===== src/rtl/icache.sv =====
// icache - direct-mapped, read-only instruction cache.
//
// Returns the instruction word for the fetch address in the same cycle on a
// hit. On a miss it stalls the PC and fills the whole line from a backing
// memory, starting at word 0. The backing read port allows one request in
// flight at a time.
//
// Ports:
//   i_clk, i_rst         clock, synchronous active-high reset
//   i_req_vld/i_req_addr fetch request from IF (addr[1:0] ignored)
//   o_res_rdata          instruction word (0 unless o_res_vld)
//   o_res_vld            hit this cycle
//   o_busy               stall to PC (request present and not a hit)
//   i_inv                invalidate all lines (fence.i)
//   o_mem_ren/o_mem_addr backing read request and word address
//   i_mem_ready          backing memory accepts the request
//   i_mem_valid/i_mem_rdata backing read data return
//
// Optional build macro ICACHE_STATS_EN adds o_hit_cnt / o_miss_cnt, two
// free-running 32-bit wrapping counters.
//
// state | meaning
// ------+---------------------------------------------------------------
// IDLE  | serve hits; on a miss latch the line base and start the fill
// REQ   | present read for word cnt, hold until i_mem_ready
// WAIT  | wait for i_mem_valid, store the word, next word or install

module icache #(
    parameter int          NUM_LINES      = 16,
    parameter int          WORDS_PER_LINE = 4,
    parameter logic [31:0] RESET_ADDR     = 32'h00000000
) (
    input  logic        i_clk,
    input  logic        i_rst,
    input  logic        i_req_vld,
    input  logic [31:0] i_req_addr,
    output logic [31:0] o_res_rdata,
    output logic        o_res_vld,
    output logic        o_busy,
    input  logic        i_inv,
    output logic        o_mem_ren,
    output logic [31:0] o_mem_addr,
    input  logic        i_mem_ready,
    input  logic        i_mem_valid,
    input  logic [31:0] i_mem_rdata
`ifdef ICACHE_STATS_EN
    ,
    output logic [31:0] o_hit_cnt,
    output logic [31:0] o_miss_cnt
`endif
);

    localparam int WW  = $clog2(WORDS_PER_LINE);
    localparam int IW  = $clog2(NUM_LINES);
    localparam int OFF = WW + 2;
    localparam int TW  = 32 - OFF - IW;

    localparam logic [WW-1:0] CNT_LAST = WW'(WORDS_PER_LINE - 1);

    localparam logic [1:0] ST_IDLE = 2'd0;
    localparam logic [1:0] ST_REQ  = 2'd1;
    localparam logic [1:0] ST_WAIT = 2'd2;

    logic [1:0]           state_q;
    logic [TW-1:0]        fill_tag_q;
    logic [IW-1:0]        fill_idx_q;
    logic [WW-1:0]        cnt_q;
    logic                 kill_q;
    logic [NUM_LINES-1:0] valid_q;
    logic [TW-1:0]        tag_q  [NUM_LINES];
    logic [31:0]          data_q [NUM_LINES][WORDS_PER_LINE];

    logic [TW-1:0] req_tag;
    logic [IW-1:0] req_idx;
    logic [WW-1:0] req_word;
    logic          hit;
    logic          miss_start;
    logic          beat;
    logic          last_beat;
    logic          unused_addr_lsb;

    assign req_word        = i_req_addr[OFF-1:2];
    assign req_idx         = i_req_addr[OFF+IW-1:OFF];
    assign req_tag         = i_req_addr[31:OFF+IW];
    assign unused_addr_lsb = ^i_req_addr[1:0];

    // Hits are only reported from IDLE so a fill never races a lookup.
    assign hit        = i_req_vld & valid_q[req_idx] & (tag_q[req_idx] == req_tag)
                        & (state_q == ST_IDLE);
    assign miss_start = (state_q == ST_IDLE) & i_req_vld & ~hit;
    assign beat       = (state_q == ST_WAIT) & i_mem_valid;
    assign last_beat  = beat & (cnt_q == CNT_LAST);

    assign o_res_vld   = hit;
    assign o_res_rdata = hit ? data_q[req_idx][req_word] : 32'h0;
    assign o_busy      = i_req_vld & ~hit;
    assign o_mem_ren   = (state_q == ST_REQ);
    // The line base has word 0, so base + 4*cnt is a plain concatenation.
    assign o_mem_addr  = (state_q == ST_IDLE) ? RESET_ADDR
                                               : {fill_tag_q, fill_idx_q, cnt_q, 2'b00};

    always_ff @(posedge i_clk) begin
        if (i_rst) begin
            state_q    <= ST_IDLE;
            fill_tag_q <= '0;
            fill_idx_q <= '0;
            cnt_q      <= '0;
            kill_q     <= 1'b0;
            valid_q    <= '0;
        end else begin
            case (state_q)
                ST_IDLE: begin
                    if (miss_start) begin
                        fill_tag_q <= req_tag;
                        fill_idx_q <= req_idx;
                        cnt_q      <= '0;
                        state_q    <= ST_REQ;
                    end
                end
                ST_REQ: begin
                    if (i_mem_ready) state_q <= ST_WAIT;
                end
                ST_WAIT: begin
                    if (i_mem_valid) begin
                        if (cnt_q == CNT_LAST) begin
                            state_q <= ST_IDLE;
                        end else begin
                            cnt_q   <= cnt_q + 1'b1;
                            state_q <= ST_REQ;
                        end
                    end
                end
                default: state_q <= ST_IDLE;
            endcase

            // An invalidate during a fill must keep that line from being
            // validated when it lands; the flag lives only for this fill.
            if (last_beat) kill_q <= 1'b0;
            else if (i_inv && (state_q != ST_IDLE)) kill_q <= 1'b1;

            // Invalidate wins over a coincident install.
            if (i_inv) valid_q <= '0;
            else if (last_beat && !kill_q) valid_q[fill_idx_q] <= 1'b1;
        end
    end

    // Storage arrays carry no reset; the valid bits guard every read.
    always_ff @(posedge i_clk) begin
        if (!i_rst && beat) data_q[fill_idx_q][cnt_q] <= i_mem_rdata;
        if (!i_rst && last_beat) tag_q[fill_idx_q] <= fill_tag_q;
    end

`ifdef ICACHE_STATS_EN
    always_ff @(posedge i_clk) begin
        if (i_rst) begin
            o_hit_cnt  <= 32'h0;
            o_miss_cnt <= 32'h0;
        end else begin
            if (hit)        o_hit_cnt  <= o_hit_cnt + 32'd1;
            if (miss_start) o_miss_cnt <= o_miss_cnt + 32'd1;
        end
    end
`endif

endmodule


===== config.mk =====
export PLATFORM = sky130hd
export DESIGN_NAME = icache
export DESIGN_NICKNAME = d
export VERILOG_FILES = /design/src/rtl/icache.sv
export SDC_FILE = /design/constraint.sdc
export NUM_CORES = 2
export LEC_CHECK = 0
export CAP_MARGIN = 20
export CORE_MARGIN = 2
export CORE_UTILIZATION = 50
export DETAILED_ROUTE_END_ITERATION = 6
export HOLD_SLACK_MARGIN = 0.08
export PLACE_DENSITY_LB_ADDON = 0.12
export SLEW_MARGIN = 40
export SYNTH_ARGS = -nofsm -noshare
export SYNTH_HDL_FRONTEND = slang
export SYNTH_SLANG_ARGS = --single-unit

===== constraint.sdc =====
create_clock -name i_clk -period 13.1 [get_ports i_clk]
set_input_delay 2.62 -clock i_clk [delete_from_list [all_inputs] [get_ports i_clk]]
set_output_delay 2.62 -clock i_clk [all_outputs]
set_load 0.1 [all_outputs]

## Yosys cells after proc, flatten, opt, wreduce, memory -nomap -nowiden

Memory sizes are Yosys's and may differ from the RTL's.
Cells that the tools add are included.

- Register bits: 49
- Bits in latches: 0
- Bits in writable memories: 2,432
- ROM bits: 0
- Output and inout port bits: 67
- Logic and storage cells: 75
- Memories kept: 2

- Add/sub/neg operators: 1
- Multipliers: 0
- Divide/modulo/power cells: 0
- Order comparisons: 6
- Eq/ne operators: 8
- Shifts and indexed selects: 0
- Muxes and demuxes: 24
- Bitwise gates (word level): 12
- Reduce and logical (&&, ||, !) cells: 16

Memory list:

| name | depth | bits a word | rd ports | clocked after Yosys merged registers in | write ports | RTL line | source |
|---|---|---|---|---|---|---|---|
| data_q | 16 | 128 | 1 | 0 | 1 | 71 | `logic [31:0] data_q [NUM_LINES][WORDS_PER_LINE];` |
| tag_q | 16 | 24 | 1 | 0 | 1 | 70 | `logic [TW-1:0] tag_q [NUM_LINES];` |

Operators with widths:

| operator | number |
|---|---|
| 32-bit two-way mux | 5 |
| 128-bit two-way mux | 1 |
| 32-bit binary-select mux with 2-bit select | 1 |
| 32-bit demux with 2-bit select | 1 |
| 24-bit equality test | 1 |
| 16-bit OR | 1 |
| 2-bit two-way mux | 6 |
| 4-bit by 5-bit < comparator with 1-bit output (second input constant) | 2 |
| 1-bit AND | 8 |
| 3-bit greater-or-equal comparator (second input constant) | 2 |
| 1-bit logical AND | 6 |
| 1-bit two-way mux | 6 |
| 2-bit inequality test (second input constant) | 3 |
| 2-bit NOT with 3-bit output | 2 |
| 2-bit case mux with 3 select lines | 1 |
| 1-bit binary-select mux with 4-bit select | 1 |
| 1-bit demux with 4-bit select | 1 |
| 2-bit equality test (second input constant) | 2 |
| 4-bit by 1-bit greater-or-equal comparator with 1-bit output (second input constant) | 1 |
| 2-bit case mux with 2 select lines | 1 |
| 4-bit AND reduction | 1 |
| 2-bit nonzero test | 2 |
| 2-bit OR reduction | 2 |
| 3-bit by 1-bit < comparator with 1-bit output (second input constant) | 1 |
| other kinds (8) | 9 |

## Depth between registers and ports, before layout

- Depth in word-level cells: 9
- Depth in mapped cells: 17
- Mapped depth without buffers: 8

## Worst setup path after synthesis

Ideal clock, no wire load.

- Kind: input port to output port
- Start point: input port i_req_addr[5]
- End point: output port o_res_rdata[13]
- Arrival time: 7,515 ps
- Required time: 10,480 ps
- Path slack: 2,965 ps
- Stages on the path: 13
- Buffers on the path: 9
- Cell sequence: buf_4 > buf_6 > buf_6 > buf_6 > buf_2 > buf_2 > buf_4 > clkbuf_1 > clkbuf_1 > mux4_2 > mux4_2 > nand2_1 > a311oi_1

- Longest elaborated chain between the ends: 6

RTL lines:

| what | RTL line | source |
|---|---|---|
| start, declared | 36 | `input logic [31:0] i_req_addr,` |
| parallel branches: the longest is 5 deep, another holds memory read 16 x 24 bit | -- |  |
| 32-bit two-way mux (*) | 95 | `assign o_res_rdata = hit ? data_q[req_idx][req_word] : 32'h0;` |
| end, declared | 37 | `output logic [31:0] o_res_rdata,` |

Mark *: on every way between the ends. The select of a mux whose other input is x is not followed.

## Worst setup path after layout

- Start point: input port i_req_addr[5]
- End point: output port o_res_rdata[17]

Same word-level chain as after synthesis.

==> metrics.cfg <==
[timing]
finalSetupTns_ns = 0
slew_viol_final = 0
fmax_mhz = 100
fin_crit_ns = 9.98
worst_pin_slew_ns = 0.937
final-setup-viol-count = 0
slew_headroom_pct = 37.5
finClkSkew_ns = 0.0365
hold_viol = 0
hold_ws_ns = 0.480
min_period_over_period_pct = 76.2
rsz0062_at_grt = no

[critical_path]
endpoint_kind = output port
worstPathRequired_ns = 10.48
crit_path_max_fanout = 74
crit_type = in -> out
worstPathArrival_ns = 7.36
critPathLaunchType = input port

[clock_tree]
clkLatencyLatePin_ns = 0.92
ctsHoldBuffers = 0
cts_tree = yes
cts_sinks = 2481
clkTransAtPathRegs_ns = 0.05
cts_max_level = 5
post-cts-setup-buffers = 0
cts.repair.resized = 0
clock_path_buffers = 4
cts_root_buf = clkbuf_16
cts-buffers-inserted = 274

[hold_path]
hp-class = reg -> reg

[yosys]
seq_area_frac_synth_pct = 76.5
ys_seq_elements = 2481
yosysTopAreaCell = edfxtp_1
syn_inst = 4242
synth_top_area_share_pct = 75.5
synthFlopType = edfxtp_1
syn_avg_cell_area_sq_um = 22.8
postSynth.asyncResetShare_pct = 0
synth.yosys.warnings = 0
synthTopCellsByArea = edfxtp_1, mux4_2, dfxtp_1
synth_area_sq_um = 96700
synth-edff-count = 2432
yosys.cell_types.count = 77

[grt]
gr-total-overflow = 0
track_usage_pct = 25.8
antenna_found_initial = 11
grt_max_degree = 119
grt_pass1_wl_mm = 357
grt_pass1_vias = 46900

[final_layout]
area_delta_synth_final_pct = 13.5
final_layout_size_suffix_gt1_share_pct = 30.0
num-nets-final = 4606
layout_common_cells = edfxtp_1, mux4_2, clkbuf_16
utilization_pct = 57.1
final_common_cell = edfxtp_1

[floorplan]
start_util_pct = 50.3
die_h_um = 444
die_w_um = 444
dieArea_sq_um = 197000
io_pins = 137
num_rows = 161
coreArea_sq_um = 192000

[power_and_ir_drop]
vdd_ir_drop_max_mv = 0.0832
p_leak_nw = 34.0
p_per_area_nw_per_um2 = 152

[routing]
wirelength_mm = 252
drt-pass1-iter-count = 6
drt_iter0_markers = 5759
drc_errors = 0
num_vias = 46800
vias_per_cell = 6.47
avgRoutedWirePerCell_um = 34.8
drtAntennaViolNets = 0

[run]
drv_cap = 0

[status]
status = finished, final reports clean

[placement]
dp_hpwl_mm = 131
gp_congestion = 0.828
io_buffers = 132

## sequential cells by signal, summed over array words and instances, names as in the netlist
| name | cells |
|---|---|
| data_q | 2048 |
| tag_q | 384 |
| fill_tag_q | 24 |
| valid_q | 16 |
| fill_idx_q | 4 |
| cnt_q | 2 |
| state_q | 2 |
| kill_q | 1 |
## where the power goes
part / switching (W) / total (W) / internal [W]
sequential: 0.0000531 / 0.00880 / 0.00875
clock: 0.00293 / 0.00709 / 0.00416
combinational: 0.000514 / 0.000835 / 0.000320
## final cells by class
| type | instances | area [sq um] |
|---|---|---|
| fillers | 13900 | 82600 |
| flip-flops and latches | 2481 | 74000 |
| multi-input cells | 1490 | 22000 |
| clock buffers | 359 | 7320 |
| well taps | 2526 | 3160 |
| repair buffers | 266 | 2380 |
| clock inverters | 96 | 762 |
| inverters | 19 | 86.3 |
| diodes | 3 | 7.51 |
## stage by stage
stage               cell area (sq um)  power (W)  instances  worst slack (ns)
floorplan                       96700    0.00947       4243              2.97
global placement               101000    0.00980       6764              2.14
detailed placement             101000    0.00981       6775              3.09
CTS                            110000     0.0169       7230              3.08
global route                   110000     0.0172       7239              2.75
finish                         110000     0.0167       7240              3.12
## layer usage
metal	global-route usage [%]	routed length, um	vias up
met1	37.2	103000	25700
met5	0	0	-
met3	4.36	19500	379
met4	7.56	7240	0
met2	41.2	122000	2053
li1	-	-	18700
## logic make-up (layout without fill, tap and decap cells)
| logic type | count (synthesis) | count (layout) | synth area share (%) |
|---|---|---|---|
| mux | 819 | 819 | 18.0 |
| simple gates | 432 | 432 | 2.23 |
| xor+xnor | 17 | 17 | 0.154 |
| fa+ha+maj | 4 | 4 | 0.0518 |
| buf+inv | 272 | 740 | 1.36 |
| compound gates | 216 | 216 | 1.68 |
| flops | 2481 | 2481 | 76.5 |
| other cells | 1 | 5 | 0.00388 |
## worst paths after layout
check        slack [ns]          start               to  cells after the start
max                3.12  i_req_addr[5]  o_res_rdata[17]                     10
min                0.48     valid_q[5]       valid_q[5]                      2
max reg2reg        8.87   tag_q[14][3]    fill_tag_q[8]                      9
min reg2reg        0.48     valid_q[5]       valid_q[5]                      2
## cell usage after synthesis, drive strengths merged, types with 4 or more instances
master / instances
buf: 128
a32oi: 29
mux2: 25
a311oi: 11
o311ai: 30
mux4: 732
or2: 6
a21oi: 9
nor3: 44
o21ai: 38
nand4: 6
dfxtp: 49
and2: 35
nor2b: 43
nand3: 16
a211oi: 19
mux2i: 62
nor3b: 18
a31oi: 12
ha: 4
o22ai: 13
nand2b: 11
clkbuf: 122
edfxtp: 2432
nor2: 126
inv: 18
xnor2: 12
xor2: 5
nor4: 18
and3: 5
nand2: 84
a22oi: 13
a2111oi: 6
or3: 5
## critical path, cell delays in order
cell and delay [ns]:
buf_8 0.44, inv_1 0.64, a2111oi_0 0.69, o41ai_1 0.17, o31ai_1 0.43, nor4b_1 0.33
nand4_1 0.26, buf_4 0.41, a311oi_1 0.58, buf_2 0.55
No activity file was read; power rests on OpenSTA's default activity.
